===== src/rtl/out_fm_st_ctrl_pkg.sv =====
// Shared definitions for the output feature-map store sequencer:
// FSM encoding, default widths and the outstanding-burst counter width.
package out_fm_st_ctrl_pkg;

  localparam int CW_DEF      = 16;
  localparam int AW_DEF      = 32;
  localparam int BW_DEF      = 12;
  localparam int MAX_OUT_DEF = 4;
  // MAX_OUT is bounded to 15 so a 4-bit outstanding count can never wrap
  localparam int OUT_W       = 4;

  typedef enum logic [2:0] {
    S_IDLE  = 3'd0,
    S_LOAD  = 3'd1,
    S_ISSUE = 3'd2,
    S_DRAIN = 3'd3,
    S_FIN   = 3'd4
  } st_state_e;

endpackage


===== src/rtl/out_fm_st_ctrl_if.sv =====
// Tile-store command channel plus burst write port of the store sequencer.
// master = the sequencer side, slave = the command source / memory side.
interface out_fm_st_ctrl_if import out_fm_st_ctrl_pkg::*; #(
  parameter int CW = CW_DEF,
  parameter int AW = AW_DEF,
  parameter int BW = BW_DEF
);
  logic          st_valid;
  logic          st_ready;
  logic [AW-1:0] st_base;
  logic          st_buf_sel;
  logic [CW-1:0] n_rows;
  logic [CW-1:0] n_bursts;
  logic [CW-1:0] burst_len;
  logic [AW-1:0] row_stride;
  logic          wr_req;
  logic          wr_ack;
  logic [AW-1:0] wr_addr;
  logic [CW-1:0] wr_len;
  logic [BW-1:0] wr_buf_addr;
  logic          wr_buf_sel;
  logic          wr_resp;

  modport master (
    input  st_valid, st_base, st_buf_sel, n_rows, n_bursts, burst_len, row_stride,
    input  wr_ack, wr_resp,
    output st_ready, wr_req, wr_addr, wr_len, wr_buf_addr, wr_buf_sel
  );

  modport slave (
    output st_valid, st_base, st_buf_sel, n_rows, n_bursts, burst_len, row_stride,
    output wr_ack, wr_resp,
    input  st_ready, wr_req, wr_addr, wr_len, wr_buf_addr, wr_buf_sel
  );

endinterface


===== src/rtl/out_fm_st_ctrl_st_nest2_cnt.sv =====
// Two-level row / segment counter walking n_rows x n_bursts bursts of a tile.
// Equality compares make the full 2^CW-1 range usable.
module out_fm_st_ctrl_st_nest2_cnt import out_fm_st_ctrl_pkg::*; #(
  parameter int CW = CW_DEF
) (
  input  logic          clk,
  input  logic          rst,
  input  logic          load,
  input  logic          inc,
  input  logic [CW-1:0] n_rows,
  input  logic [CW-1:0] n_bursts,
  output logic          last_seg,
  output logic          last_burst
);

  logic [CW-1:0] cnt_seg;
  logic [CW-1:0] cnt_row;

  always_ff @(posedge clk or negedge rst) begin
    if (!rst) begin
      cnt_seg <= '0;
      cnt_row <= '0;
    end else if (load) begin
      cnt_seg <= '0;
      cnt_row <= '0;
    end else if (inc) begin
      if (last_seg) begin
        cnt_seg <= '0;
        cnt_row <= cnt_row + CW'(1);
      end else begin
        cnt_seg <= cnt_seg + CW'(1);
      end
    end
  end

  assign last_seg   = (cnt_seg == n_bursts - CW'(1));
  assign last_burst = last_seg && (cnt_row == n_rows - CW'(1));

endmodule


===== src/rtl/out_fm_st_ctrl.sv =====
// Store-side sequencer: walks a tile as rows x bursts, issues burst writes,
// tracks outstanding bursts and pulses tile_done once the tile is fully written.
module out_fm_st_ctrl import out_fm_st_ctrl_pkg::*; #(
  parameter int CW      = CW_DEF,
  parameter int AW      = AW_DEF,
  parameter int BW      = BW_DEF,
  parameter int MAX_OUT = MAX_OUT_DEF
) (
  input  logic             clk,
  input  logic             rst,
  out_fm_st_ctrl_if.master bus,
  output logic             busy,
  output logic             tile_done,
  output logic             done_buf_sel
);

  st_state_e      state, state_nx;
  logic [CW-1:0]  c_rows, c_bursts, c_len;
  logic [AW-1:0]  c_base, c_stride;
  logic           c_sel;
  logic [CW-1:0]  p_rows, p_bursts, p_len;
  logic [AW-1:0]  p_base, p_stride;
  logic           p_sel;
  logic           pend_full;
  logic [AW-1:0]  row_addr, seg_addr;
  logic [BW-1:0]  buf_off;
  logic [OUT_W-1:0] outs;
  logic           wr_req, fin, accept, take_in, fill_pend, pend_pop, ack, resp_dec;
  logic           last_seg, last_burst;

  // An accept while IDLE, or during FIN with nothing pending, starts the next tile directly
  assign accept    = bus.st_valid && bus.st_ready;
  assign take_in   = accept && (state == S_IDLE || state == S_FIN);
  assign fill_pend = accept && !take_in;
  assign pend_pop  = (state == S_FIN) && pend_full;
  assign ack       = wr_req && bus.wr_ack;
  assign resp_dec  = bus.wr_resp && (outs != '0);

  always_ff @(posedge clk or negedge rst) begin
    if (!rst) state <= S_IDLE;
    else      state <= state_nx;
  end

  always_comb begin
    state_nx = state;
    case (state)
      S_IDLE:  if (accept) state_nx = S_LOAD;
      S_LOAD:  state_nx = (c_rows == '0 || c_bursts == '0) ? S_FIN : S_ISSUE;
      S_ISSUE: if (ack && last_burst) state_nx = S_DRAIN;
      S_DRAIN: if (outs == '0) state_nx = S_FIN;
      S_FIN:   state_nx = (pend_full || accept) ? S_LOAD : S_IDLE;
      default: state_nx = S_IDLE;
    endcase
  end

  always_comb begin
    wr_req = 1'b0;
    busy   = 1'b1;
    fin    = 1'b0;
    case (state)
      S_IDLE:  busy   = 1'b0;
      S_ISSUE: wr_req = (outs < OUT_W'(MAX_OUT));
      S_FIN:   fin    = 1'b1;
      default: ;
    endcase
  end

  always_ff @(posedge clk or negedge rst) begin
    if (!rst) begin
      pend_full    <= 1'b0;
      outs         <= '0;
      tile_done    <= 1'b0;
      done_buf_sel <= 1'b0;
    end else begin
      if (fill_pend)     pend_full <= 1'b1;
      else if (pend_pop) pend_full <= 1'b0;
      if (ack && !resp_dec)      outs <= outs + OUT_W'(1);
      else if (!ack && resp_dec) outs <= outs - OUT_W'(1);
      tile_done    <= fin;
      done_buf_sel <= fin && c_sel;
    end
  end

  // Tile configuration: sampled only at accept, never reset (qualified by state)
  always_ff @(posedge clk) begin
    if (take_in) begin
      c_base <= bus.st_base;  c_sel    <= bus.st_buf_sel; c_rows <= bus.n_rows;
      c_bursts <= bus.n_bursts; c_len  <= bus.burst_len;  c_stride <= bus.row_stride;
    end else if (pend_pop) begin
      c_base <= p_base;  c_sel    <= p_sel; c_rows <= p_rows;
      c_bursts <= p_bursts; c_len <= p_len; c_stride <= p_stride;
    end
    if (fill_pend) begin
      p_base <= bus.st_base;  p_sel    <= bus.st_buf_sel; p_rows <= bus.n_rows;
      p_bursts <= bus.n_bursts; p_len  <= bus.burst_len;  p_stride <= bus.row_stride;
    end
  end

  // Address accumulators wrap modulo 2^AW / 2^BW
  always_ff @(posedge clk) begin
    if (state == S_LOAD) begin
      row_addr <= c_base;
      seg_addr <= c_base;
      buf_off  <= '0;
    end else if (ack) begin
      buf_off <= buf_off + BW'(c_len);
      if (last_seg) begin
        row_addr <= row_addr + c_stride;
        seg_addr <= row_addr + c_stride;
      end else begin
        seg_addr <= seg_addr + AW'(c_len);
      end
    end
  end

  out_fm_st_ctrl_st_nest2_cnt #(.CW(CW)) u_st_nest2_cnt (
    .clk        (clk),
    .rst        (rst),
    .load       (state == S_LOAD),
    .inc        (ack),
    .n_rows     (c_rows),
    .n_bursts   (c_bursts),
    .last_seg   (last_seg),
    .last_burst (last_burst)
  );

  assign bus.st_ready    = rst && !pend_full;
  assign bus.wr_req      = wr_req;
  assign bus.wr_addr     = wr_req ? seg_addr : '0;
  assign bus.wr_len      = wr_req ? c_len : '0;
  assign bus.wr_buf_addr = wr_req ? buf_off : '0;
  assign bus.wr_buf_sel  = wr_req && c_sel;

endmodule


===== src/flat_wrapper.sv =====
// flat-port wrapper written by rule: the top's interface ports become plain ports
module out_fm_st_ctrl_flat import out_fm_st_ctrl_pkg::*;
#(
  parameter int CW      = CW_DEF,
  parameter int AW      = AW_DEF,
  parameter int BW      = BW_DEF,
  parameter int MAX_OUT = MAX_OUT_DEF
)
  (clk, rst, busy, tile_done, done_buf_sel, bus_st_valid, bus_st_base, bus_st_buf_sel, bus_n_rows, bus_n_bursts, bus_burst_len, bus_row_stride, bus_wr_ack, bus_wr_resp, bus_st_ready, bus_wr_req, bus_wr_addr, bus_wr_len, bus_wr_buf_addr, bus_wr_buf_sel);
  out_fm_st_ctrl_if #(.CW(CW), .AW(AW), .BW(BW)) bus_i ();
  input  logic clk;
  input  logic rst;
  output logic busy;
  output logic tile_done;
  output logic done_buf_sel;
  input wire logic [$bits(bus_i.st_valid)-1:0] bus_st_valid;
  input wire logic [$bits(bus_i.st_base)-1:0] bus_st_base;
  input wire logic [$bits(bus_i.st_buf_sel)-1:0] bus_st_buf_sel;
  input wire logic [$bits(bus_i.n_rows)-1:0] bus_n_rows;
  input wire logic [$bits(bus_i.n_bursts)-1:0] bus_n_bursts;
  input wire logic [$bits(bus_i.burst_len)-1:0] bus_burst_len;
  input wire logic [$bits(bus_i.row_stride)-1:0] bus_row_stride;
  input wire logic [$bits(bus_i.wr_ack)-1:0] bus_wr_ack;
  input wire logic [$bits(bus_i.wr_resp)-1:0] bus_wr_resp;
  output wire logic [$bits(bus_i.st_ready)-1:0] bus_st_ready;
  output wire logic [$bits(bus_i.wr_req)-1:0] bus_wr_req;
  output wire logic [$bits(bus_i.wr_addr)-1:0] bus_wr_addr;
  output wire logic [$bits(bus_i.wr_len)-1:0] bus_wr_len;
  output wire logic [$bits(bus_i.wr_buf_addr)-1:0] bus_wr_buf_addr;
  output wire logic [$bits(bus_i.wr_buf_sel)-1:0] bus_wr_buf_sel;
  assign bus_i.st_valid = bus_st_valid;
  assign bus_i.st_base = bus_st_base;
  assign bus_i.st_buf_sel = bus_st_buf_sel;
  assign bus_i.n_rows = bus_n_rows;
  assign bus_i.n_bursts = bus_n_bursts;
  assign bus_i.burst_len = bus_burst_len;
  assign bus_i.row_stride = bus_row_stride;
  assign bus_i.wr_ack = bus_wr_ack;
  assign bus_i.wr_resp = bus_wr_resp;
  assign bus_st_ready = bus_i.st_ready;
  assign bus_wr_req = bus_i.wr_req;
  assign bus_wr_addr = bus_i.wr_addr;
  assign bus_wr_len = bus_i.wr_len;
  assign bus_wr_buf_addr = bus_i.wr_buf_addr;
  assign bus_wr_buf_sel = bus_i.wr_buf_sel;
  out_fm_st_ctrl #(.CW(CW), .AW(AW), .BW(BW), .MAX_OUT(MAX_OUT)) u_core (.clk(clk), .rst(rst), .bus(bus_i), .busy(busy), .tile_done(tile_done), .done_buf_sel(done_buf_sel));
endmodule

===== config.mk =====
export PLATFORM = sky130hd
export DESIGN_NAME = out_fm_st_ctrl_flat
export DESIGN_NICKNAME = d
export VERILOG_FILES = /design/src/rtl/out_fm_st_ctrl_pkg.sv /design/src/rtl/out_fm_st_ctrl_if.sv /design/src/rtl/out_fm_st_ctrl_st_nest2_cnt.sv /design/src/rtl/out_fm_st_ctrl.sv /design/src/flat_wrapper.sv
export SDC_FILE = /design/constraint.sdc
export NUM_CORES = 1
export LEC_CHECK = 0
export CAP_MARGIN = 40
export CORE_MARGIN = 2
export CORE_UTILIZATION = 45
export CTS_BUF_LIST = sky130_fd_sc_hd__clkbuf_16
export DETAILED_ROUTE_END_ITERATION = 8
export DONT_BUFFER_PORTS = 1
export GPL_TIMING_DRIVEN = 0
export SYNTH_ARGS = -nofsm -noshare
export SYNTH_HDL_FRONTEND = slang
export SYNTH_SLANG_ARGS = --single-unit

===== constraint.sdc =====
create_clock -name clk -period 16.9 [get_ports clk]
set_clock_uncertainty 0.1 [all_clocks]
set_input_delay 1.69 -clock clk [delete_from_list [all_inputs] [get_ports clk]]
set_output_delay 1.69 -clock clk [all_outputs]
set_load 0.02 [all_outputs]

==> impl_metrics.csv, run 1 <==
group,metric,value,unit
setup_path,critPathCaptureType,"flip-flop",
sta,timing.final.crit_share,27.38,%
sta,relSlewSlack,40.83,%
clock_network,cts-hold-fix-buffers,0,
setup_path,crit_path_start_kind,"flip-flop",
logic_synthesis,dominantRegCellSynth,"edfxtp_1",
grt,antenna_found_initial,2,
power,power.sequential.fraction,40.1,%
grt,track_usage,22.78,%
logic_synthesis,mappedNetlistArea,17990,um^2
sta,fmax,216.1,MHz
floorplan,fp-row-count,73,
sta,layout_min_cycle_time,4.627,ns
logic_synthesis,synth-edff-count,290,
logic_synthesis,ys.warnings.count,0,
clock_network,cts.htree.levels,2,
grt,global_route_wire_length_before_repair,71780,um
power,internal_power,1902,uW
setup_path,r2r_setup_slack,12.27,ns
detailed_routing,drc,0,
setup_path,worst-path-max-fanout,32,
power,p_sw,1051,uW
clock_network,post-cts-setup-buffers,0,
detailed_routing,routed_wl,47510,um
detailed_routing,detailed_route_vias_per_instance,5.802,
floorplan,die_w,204.0,um
floorplan,initial_utilization,45.39,%
sta,timing.final.hold_violations,0,
run_status,outcome,"finished clean",
clock_network,tritoncts_num_sinks,344,
clock_network,number_of_clock_buffers_inserted_by_tritoncts,38,
finish,layout_common_cells,"290 x edfxtp_1, 120 x mux2_2, 109 x nand2_1, 106 x nor2_1, 93 x o21ai_0",
detailed_routing,firstDrtPassIters,5,
clock_network,cts_resized,0,
detailed_routing,post_dr_wirelength_cell,22.35,um
finish,most_common_cell_after_layout_fill_and_taps_aside,"edfxtp_1",
floorplan,core_region_area,39640,um^2
clock_network,clockBufferDepth,3,
sta,slew_viol_final,0,
detailed_routing,ant_nets,0,
power,power_switching_share,35.60,%
finish,finalNetCount,1761,
finish,area_overhead_of_the_layout_relative_to_synthesis,11.10,%
clock_network,clk-insertion-delay-late,0.56,ns
floorplan,dieHeight,204.0,um
logic_synthesis,synth.distinct_cells,73,
logic_synthesis,seq_area_frac_synth,55.58,%
floorplan,io_pins,184,
finish,layout-drive-gt1-share,12.99,%
sta,rsz0062_at_grt,"false",
hold_path,holdPathStages,2,
sta,setup_violations,0,
power,worst_ir_drop_vdd,0.07712,mV
placed_design,post-dp-hpwl,34840,um
setup_path,worst_r2r_path_depth,11,
sta,tns,0,ns
power,power.clock.fraction,26.7,%
setup_path,worst_ep_required_time,16.98,ns
setup_path,timing.critical_path.arrival,4.71,ns
grt,first_global_vias,12063,
logic_synthesis,synthDominantCellAreaShare,48.40,%
clock_network,clock_tree_from_tritoncts,"done",
placed_design,finalWeightedCongestion,0.9047,
setup_path,timing_worst_setup_path_type,"flip-flop to flip-flop",
placed_design,port_buffers,0,
floorplan,die-area,41600,um^2
logic_synthesis,post-synth-top-area-cell,"edfxtp_1",
detailed_routing,via_count,12335,
hold_path,hold_end,"u_core.buf_off[11]",
logic_synthesis,netlist_top_cells_area,"edfxtp_1 48%, mux2_2 7.5%, dfrtp_1 5.8%",
logic_synthesis,synth_fp_nets,1710,
power,power_frac_comb,33.2,%
logic_synthesis,syn_inst,1522,
grt,grt-ovfl-total,0,
hold_path,hold_path.class,"flip-flop to flip-flop",
logic_synthesis,synth_async_sr_flop_share,12.21,%
clock_network,clk_pin_slew,0.06,ns
setup_path,reg2reg_to,"u_core.row_addr[16]",
finish,final.fill_count,3555,
detailed_routing,dr.first_iter.drc_count,986,
setup_path,rr_startpoint,"u_core.c_bursts[0]",
hold_path,worstHoldStart,"u_core.buf_off[11]",
logic_synthesis,synth.ff_latch_count,344,
clock_network,clk_root_buffer_cell,"clkbuf_16",
placed_design,dpl-instance-area,18830,um^2
sta,tightest_pin_transition,0.8876,ns
run,max-cap-violations,0,
finish,fin_area,19990,um^2
logic_synthesis,postSynthAreaPerCell,11.82,um^2
power,static-leakage-power,0.007440,uW
grt,grt_max_degree,52,
finish,diodes,0,
power,power.density_cell_area,147.7,nW/um^2
worst max path at each step:
stage / endpoint / cells past startpoint / slack (ns) / start
2_1_floorplan: u_core.p_base[0] / 3 / 8.90 / rst
3_3_place_gp: u_core.p_stride[15] / 3 / 5.80 / rst
3_5_place_dp: u_core.c_len[8] / 8 / 11.92 / rst
4_1_cts: u_core.row_addr[8] / 11 / 12.26 / u_core.c_bursts[0]
5_1_grt: u_core.row_addr[8] / 11 / 12.02 / u_core.c_bursts[0]
6_report: u_core.row_addr[16] / 11 / 12.27 / u_core.c_bursts[0]
through the flow:
stage / instances / hold WS [ns] / setup WS [ns] / utilization [%] / total power (uW)
3_3_place_gp: 2047 / 0.3616 / 5.801 / 47.04 / 2155
6_report: 2126 / 0.3830 / 12.27 / 50.42 / 2953
4_1_cts: 2126 / 0.3845 / 12.26 / 50.42 / 2970
3_5_place_dp: 2058 / 0.3753 / 11.92 / 47.51 / 2173
5_1_grt: 2126 / 0.4195 / 12.02 / 50.42 / 3115
2_1_floorplan: 1522 / 0.3422 / 8.897 / - / 1896
sequential cells by signal (all words and copies together), names as in the netlist, 3 cells and up:
register / count
u_core.p_len: 16
u_core.c_rows: 16
u_core.p_bursts: 16
u_core.outs: 4
u_core.p_base: 32
u_core.state: 3
u_core.c_len: 16
u_core.c_stride: 32
u_core.seg_addr: 32
u_core.u_st_nest2_cnt.cnt_seg: 16
u_core.c_base: 32
u_core.u_st_nest2_cnt.cnt_row: 16
u_core.p_stride: 32
u_core.buf_off: 12
u_core.p_rows: 16
u_core.row_addr: 32
u_core.c_bursts: 16
logic make-up (layout without fill, tap and decap cells):
logic type | count (synthesis) | after routing | share of synthesized area, %
simple gates | 479 | 479 | 13.51
compound gates | 282 | 282 | 9.883
flops | 344 | 344 | 55.58
xor+xnor | 131 | 131 | 6.377
mux | 121 | 121 | 7.567
fa+ha+maj | 70 | 70 | 5.035
buf+inv | 95 | 174 | 2.052
synth_stat cells, types with 8 or more instances:
master,instances
dfrtp_1,42
a211oi_1,11
a21o_1,26
edfxtp_1,290
xor2_1,56
nand2_1,110
and2_1,8
mux2_2,120
and3_1,79
nor2b_1,13
inv_1,30
nand2b_1,15
clkbuf_1,53
nand4_1,14
ha_1,66
or3_1,8
a31oi_1,19
a21oi_1,62
nor2_1,106
o21a_1,8
or4_1,8
nor3_1,32
nand3_1,53
dfxtp_1,12
o21ai_0,93
xnor2_1,75
area by class of cell:
cell class / count / area [um^2] / share of cell area [%]
Multi-Input combinational cell: 1083 / 7644 / 38.24
Sequential cell: 344 / 10000 / 50.03
Timing Repair Buffer: 11 / 163.9 / 0.8200
Tap cell: 525 / 656.9 / 3.286
Buffer: 65 / 256.5 / 1.283
Clock buffer: 39 / 975.9 / 4.883
Inverter: 30 / 112.6 / 0.5634
Clock inverter: 29 / 178.9 / 0.8952
per-layer routing:
layer	wire length, um	GRT usage, %
met1	21400	31.52
met2	21440	35.67
met3	3157	4.448
met4	1479	8.437
met5	34	0
power by group through the flow:
stage	sequential (uW)	clock, uW	combinational [uW]
6_report	1180	789	980
5_1_grt	1200	838	1080
4_1_cts	1180	807	980
3_5_place_dp	1200	0	973
3_3_place_gp	1220	0	940
2_1_floorplan	1180	0	719
worst max-delay path: stages, from the launching register on:
cell and delay (ns):
edfxtp_1 0.45, inv_1 0.12, ha_1 0.28, or3b_2 0.54
or3_1 0.39, a222oi_1 0.38, o2111a_1 0.25, nand4_1 0.17
clkbuf_1 0.40, nor2_1 0.40, nor2_1 0.11, inv_2 0.64
Note: power is estimated with default switching activity, not from simulation.
==> run 2, diff against run 1 <==
==> constraint.sdc (replaced) <==
create_clock -name clk -period 4.4 [get_ports clk]
set_clock_uncertainty 0.1 [all_clocks]
set_input_delay 0.44 -clock clk [delete_from_list [all_inputs] [get_ports clk]]
set_output_delay 0.44 -clock clk [all_outputs]
set_load 0.02 [all_outputs]
==> impl_metrics.csv, run 2 (same netlist as run 1, synthesis figures left out) <==
group,metric,value,unit
detailed_routing,drc,0,
placed_design,port_buffers,0,
grt,global_route_wire_length_before_repair,71890,um
sta,layout_min_cycle_time,4.157,ns
sta,relSlewSlack,43.17,%
finish,finalNetCount,1877,
setup_path,crit_path_start_kind,"flip-flop",
floorplan,die_w,204.0,um
placed_design,post-dp-hpwl,34430,um
clock_network,tritoncts_num_sinks,344,
setup_path,timing.critical_path.arrival,4.27,ns
grt,grt_max_degree,63,
detailed_routing,firstDrtPassIters,5,
placed_design,finalWeightedCongestion,0.8930,
clock_network,cts.htree.levels,2,
clock_network,number_of_clock_buffers_inserted_by_tritoncts,40,
setup_path,worst_ep_required_time,4.51,ns
floorplan,io_pins,184,
floorplan,fp-row-count,73,
floorplan,dieHeight,204.0,um
power,static-leakage-power,0.007977,uW
run,max-cap-violations,0,
floorplan,core_region_area,39640,um^2
grt,track_usage,22.72,%
floorplan,initial_utilization,45.39,%
hold_path,worstHoldStart,"bus_n_rows[4]",
setup_path,timing_worst_setup_path_type,"flip-flop to flip-flop",
run_status,outcome,"finished clean",
clock_network,clockBufferDepth,3,
power,worst_ir_drop_vdd,0.3338,mV
finish,most_common_cell_after_layout_fill_and_taps_aside,"edfxtp_1",
grt,globalRoute.busiestLayer,"met2",
setup_path,r2r_setup_slack,0.24,ns
hold_path,hold_path.class,"input pin to flip-flop",
floorplan,die-area,41600,um^2
sta,tightest_pin_transition,0.8525,ns
finish,layout-drive-gt1-share,12.35,%
grt,grt_use_met1,31.29,%
setup_path,cp-startpoint,"u_core.c_bursts[0]",
sta,setup_violations,0,
sta,fin_hold_ws,0.03256,ns
detailed_routing,via_count,12840,
detailed_routing,ant_nets,0,
setup_path,rr_startpoint,"u_core.c_bursts[0]",
finish,area_overhead_of_the_layout_relative_to_synthesis,18.38,%
grt,groute.layer.met2.usage,36.42,%
grt,grt-ovfl-total,0,
clock_network,clk-insertion-delay-late,0.56,ns
clock_network,clk_root_buffer_cell,"clkbuf_16",
grt,first_global_vias,12323,
clock_network,clk_pin_slew,0.05,ns
setup_path,worst-path-max-fanout,32,
setup_path,critPathCaptureType,"flip-flop",
power,power.density_cell_area,550.3,nW/um^2
clock_network,clock_tree_from_tritoncts,"done",
detailed_routing,post_dr_wirelength_cell,21.30,um
detailed_routing,routed_wl,47750,um
grt,global_route.usage.met3,3.587,%
grt,antenna_found_initial,4,
sta,fmax,240.6,MHz
sta,slew_viol_final,0,
detailed_routing,detailed_route_vias_per_instance,5.727,
sta,timing.final.crit_share,94.47,%
finish,layout_common_cells,"290 x edfxtp_1, 120 x mux2_2, 114 x dlygate4sd3_1, 109 x nand2_1, 105 x nor2_1",
sta,tns,0,ns
sta,rsz0062_at_grt,"false",
detailed_routing,dr.first_iter.drc_count,918,
sta,timing.final.hold_violations,0,
[run 2: path summary, 6_finish.rpt]
path	cells past startpoint	endpoint
setup / recovery	11	u_core.row_addr[18]
hold / removal	1	u_core.c_rows[4]
setup reg to reg	11	u_core.row_addr[18]
hold reg to reg	2	u_core.buf_off[0]
max in group asynchronous	2	u_core.u_st_nest2_cnt.cnt_row[15]
min in group asynchronous	2	u_core.u_st_nest2_cnt.cnt_seg[3]
[run 2: power breakdown]
group / internal (uW) / switching [uW] / leakage [uW]
Sequential: 4240 / 307 / 0.00330
Clock: 1970 / 1330 / 0.000649
Combinational: 1420 / 2460 / 0.00403
Total: 7620 / 4100 / 0.00798
[run 2: per-layer routing]
| layer | wire [um] | part of all wire (%) | vias up |
|---|---|---|---|
| met5 | 38 | 0.080 | - |
| met4 | 1446 | 3.0 | 6 |
| met3 | 2634 | 5.5 | 77 |
| met2 | 22250 | 47 | 377 |
| met1 | 21380 | 45 | 6355 |
| li1 | - | - | 6025 |
[run 2: timing repair]
action                     CTS  global route
setup endpoints to repair   32            32
gates resized for setup      1             2
hold buffers               115             0
buffers inserted             0             0
pin swaps                    0             0
hold endpoints to repair   252             0
[run 2: worst max-delay path, cell delays in order (launching register included)]
cell and delay, ns:
edfxtp_1 0.47, inv_1 0.12, ha_1 0.28, or3b_2 0.53
or3_1 0.40, a222oi_1 0.38, o2111a_1 0.24, nand4_1 0.17
clkbuf_1 0.36, nor2_2 0.29, nor2_1 0.14, inv_6 0.34
[run 2: per-stage QoR]
stage | std cells | total power, uW | instance area [um^2] | util (%) | worst slack [ns]
5_1_grt | 2241 | 12320 | 21300 | 53.72 | 0.03697
3_5_place_dp | 2057 | 8344 | 18840 | 47.53 | -0.1259
4_1_cts | 2241 | 11780 | 21290 | 53.71 | 0.06618
3_3_place_gp | 2047 | 8254 | 18660 | 47.07 | -1.297
2_1_floorplan | 1522 | 7263 | 18000 | - | 0.5434
6_report | 2242 | 11720 | 21300 | 53.73 | 0.2432
[run 2: area by class of cell]
| class | count | area, um^2 |
|---|---|---|
| clock buffer | 41 | 1026 |
| antenna | 1 | 2.502 |
| sequential | 344 | 10000 |
| inverter | 30 | 117.6 |
| fill | 3444 | 18340 |
| timing repair buffer | 125 | 1334 |
| tap | 525 | 656.9 |
| buffer | 65 | 256.5 |
| multi-input combinational | 1083 | 7655 |
| clock inverter | 28 | 250.2 |
==> run 3, diff against run 2 <==
--- a/config.mk
+++ b/config.mk
@@ -12,6 +12,7 @@
 export DETAILED_ROUTE_END_ITERATION = 8
 export DONT_BUFFER_PORTS = 1
 export GPL_TIMING_DRIVEN = 0
+export SLEW_MARGIN = 40
 export SYNTH_ARGS = -nofsm -noshare
 export SYNTH_HDL_FRONTEND = slang
 export SYNTH_SLANG_ARGS = --single-unit
==> impl_metrics.csv, run 3 (same netlist as run 1, synthesis figures left out) <==
group,metric,value,unit
setup_path,worst-path-max-fanout,21,
sta,tightest_pin_transition,0.8580,ns
setup_path,rr_startpoint,"u_core.c_bursts[0]",
grt,globalRoute.busiestLayer,"met2",
clock_network,number_of_clock_buffers_inserted_by_tritoncts,40,
clock_network,tritoncts_num_sinks,344,
finish,final_core_util,53.99,%
grt,track_usage,22.82,%
sta,setup_violations,0,
floorplan,die-area,41600,um^2
floorplan,io_pins,184,
clock_network,clk-insertion-delay-late,0.57,ns
finish,most_common_cell_after_layout_fill_and_taps_aside,"edfxtp_1",
clock_network,clock_tree_from_tritoncts,"done",
setup_path,critical-path-slowest-cell,"or3b_2",
run,max-cap-violations,0,
hold_path,worstHoldStart,"bus_n_rows[8]",
clock_network,cts.htree.levels,2,
clock_network,clk_pin_slew,0.06,ns
power,power.density_cell_area,553.4,nW/um^2
finish,finalNetCount,1878,
setup_path,critical_path.cell_chain,"inv_1 > ha_1 > or3b_2 > or3_1 > a222oi_1 > o2111a_1 > nand4_1 > clkbuf_2 > nor2_2 > nor2_1 > inv_4 > buf_12",
finish,final.fill_count,3436,
setup_path,worst_ep_required_time,4.55,ns
detailed_routing,drc,0,
placed_design,port_buffers,0,
sta,timing.final.crit_share,94.68,%
floorplan,fp-row-count,73,
placed_design,detailedPlace.worstSlack,0.02849,ns
setup_path,r2r_setup_slack,0.23,ns
hold_path,hold_path.class,"input pin to flip-flop",
detailed_routing,detailed_route_vias_per_instance,5.721,
grt,grt_max_degree,63,
sta,tns,0,ns
power,worst_ir_drop_vdd,0.3469,mV
clock_network,clockBufferDepth,3,
run_status,outcome,"finished clean",
grt,global_route.usage.met3,3.524,%
setup_path,cp-startpoint,"u_core.c_bursts[0]",
setup_path,crit_path_max_incr_delay,0.53,ns
finish,area_overhead_of_the_layout_relative_to_synthesis,18.95,%
floorplan,core_region_area,39640,um^2
power,p_sw,4140,uW
placed_design,placedCellCount,2058,
sta,relSlewSlack,42.80,%
power,power_frac_comb,33.1,%
grt,first_global_vias,12345,
grt,global_route_wire_length_before_repair,72170,um
sta,slew_viol_final,0,
floorplan,dieHeight,204.0,um
grt,grt_use_met1,31.24,%
clock_network,clk_root_buffer_cell,"clkbuf_16",
finish,layout_common_cells,"290 x edfxtp_1, 120 x mux2_2, 114 x dlygate4sd3_1, 109 x nand2_1, 105 x nor2_1",
detailed_routing,post_dr_wirelength_cell,21.32,um
detailed_routing,routed_wl,47920,um
grt,grt-ovfl-total,0,
setup_path,crit_path_start_kind,"flip-flop",
sta,fmax,240.0,MHz
sta,timing.final.hold_violations,0,
detailed_routing,firstDrtPassIters,6,
floorplan,die_w,204.0,um
finish,layout-drive-gt1-share,12.96,%
grt,groute.layer.met2.usage,36.31,%
power,static-leakage-power,0.008040,uW
sta,final_critical_path_setup_slack,0.2340,ns
placed_design,finalWeightedCongestion,0.8930,
finish,final_cell_count_no_fill,2247,
detailed_routing,via_count,12856,
detailed_routing,dr.first_iter.drc_count,1013,
setup_path,critPathCaptureType,"flip-flop",
detailed_routing,ant_nets,0,
power,internal_power,7704,uW
sta,layout_min_cycle_time,4.166,ns
sta,fin_hold_ws,0.03114,ns
setup_path,timing_worst_setup_path_type,"flip-flop to flip-flop",
floorplan,initial_utilization,45.39,%
power,power.clock.fraction,28.5,%
sta,rsz0062_at_grt,"false",
setup_path,timing.critical_path.arrival,4.32,ns
clock_network,post-cts-setup-buffers,0,
grt,antenna_found_initial,4,
placed_design,post-dp-hpwl,34540,um
power,power_switching_share,34.96,%
power,power.sequential.fraction,38.4,%
run 3: cell count changes in the layout (fill, tap and decap cells not counted), moves of 2 or more:
cell        previous run  this run
clkinv_2               2         7
buf_8                  1         4
clkbuf_1              53        50
clkbuf_2               0         3
buf_12                 3         1
buf_16                 3         5
clkinvlp_4             3         1
run 3: power by group through the flow:
stage | Sequential (uW) | Combinational, uW | Clock (uW)
floorplan | 4500 | 2770 | 0
global placement | 4620 | 3630 | 0
detailed placement | 4600 | 3780 | 0
CTS | 4540 | 3920 | 3450
global route | 4590 | 4300 | 3570
finish | 4550 | 3920 | 3370
run 3: cell type report:
type	count	area, um^2	share of cell area, %
antenna	1	2.502	0.01169
buffer	65	260.3	1.216
clock buffer	42	1051	4.911
clock inverter	31	277.8	1.298
inverter	30	115.1	0.5379
multi-input combinational	1083	7669	35.83
sequential	344	10000	46.73
tap	525	656.9	3.069
timing repair buffer	126	1369	6.396
run 3: per-layer routing:
layer / routed length (um) / vias to the layer above
met3: 2779 / 100
li1: - / 6050
met2: 22100 / 390
met5: 41 / -
met1: 21260 / 6310
met4: 1736 / 6
run 3: through the flow:
| step | cell area, um^2 | total power, uW |
|---|---|---|
| after floorplan | 18000 | 7263 |
| after global placement | 18660 | 8254 |
| after detailed placement | 18890 | 8386 |
| after CTS | 21390 | 11910 |
| after global routing | 21400 | 12460 |
| final | 21400 | 11840 |
run 3: timing repair:
action	CTS	global route
resized for setup	1	3
endpoints found under the setup margin	5	21
endpoints found under the hold margin	255	0
hold buffers	115	0
run 3: worst paths after layout:
path | endpoint | cells past startpoint
worst min-delay path | u_core.c_rows[8] | 1
worst max register to register | u_core.row_addr[18] | 12
worst min register to register | u_core.buf_off[11] | 2
max in group asynchronous | u_core.u_st_nest2_cnt.cnt_row[2] | 2
worst max-delay path | u_core.row_addr[18] | 12
min in group asynchronous | u_core.u_st_nest2_cnt.cnt_seg[3] | 2
run 3: critical path: cells and delay by family, from the launching register on:
kind	cells	cell delay (ns)
compound gates	2	0.64
simple gates	5	1.47
fa+ha+maj	1	0.29
buf+inv	4	0.86
flops	1	0.47
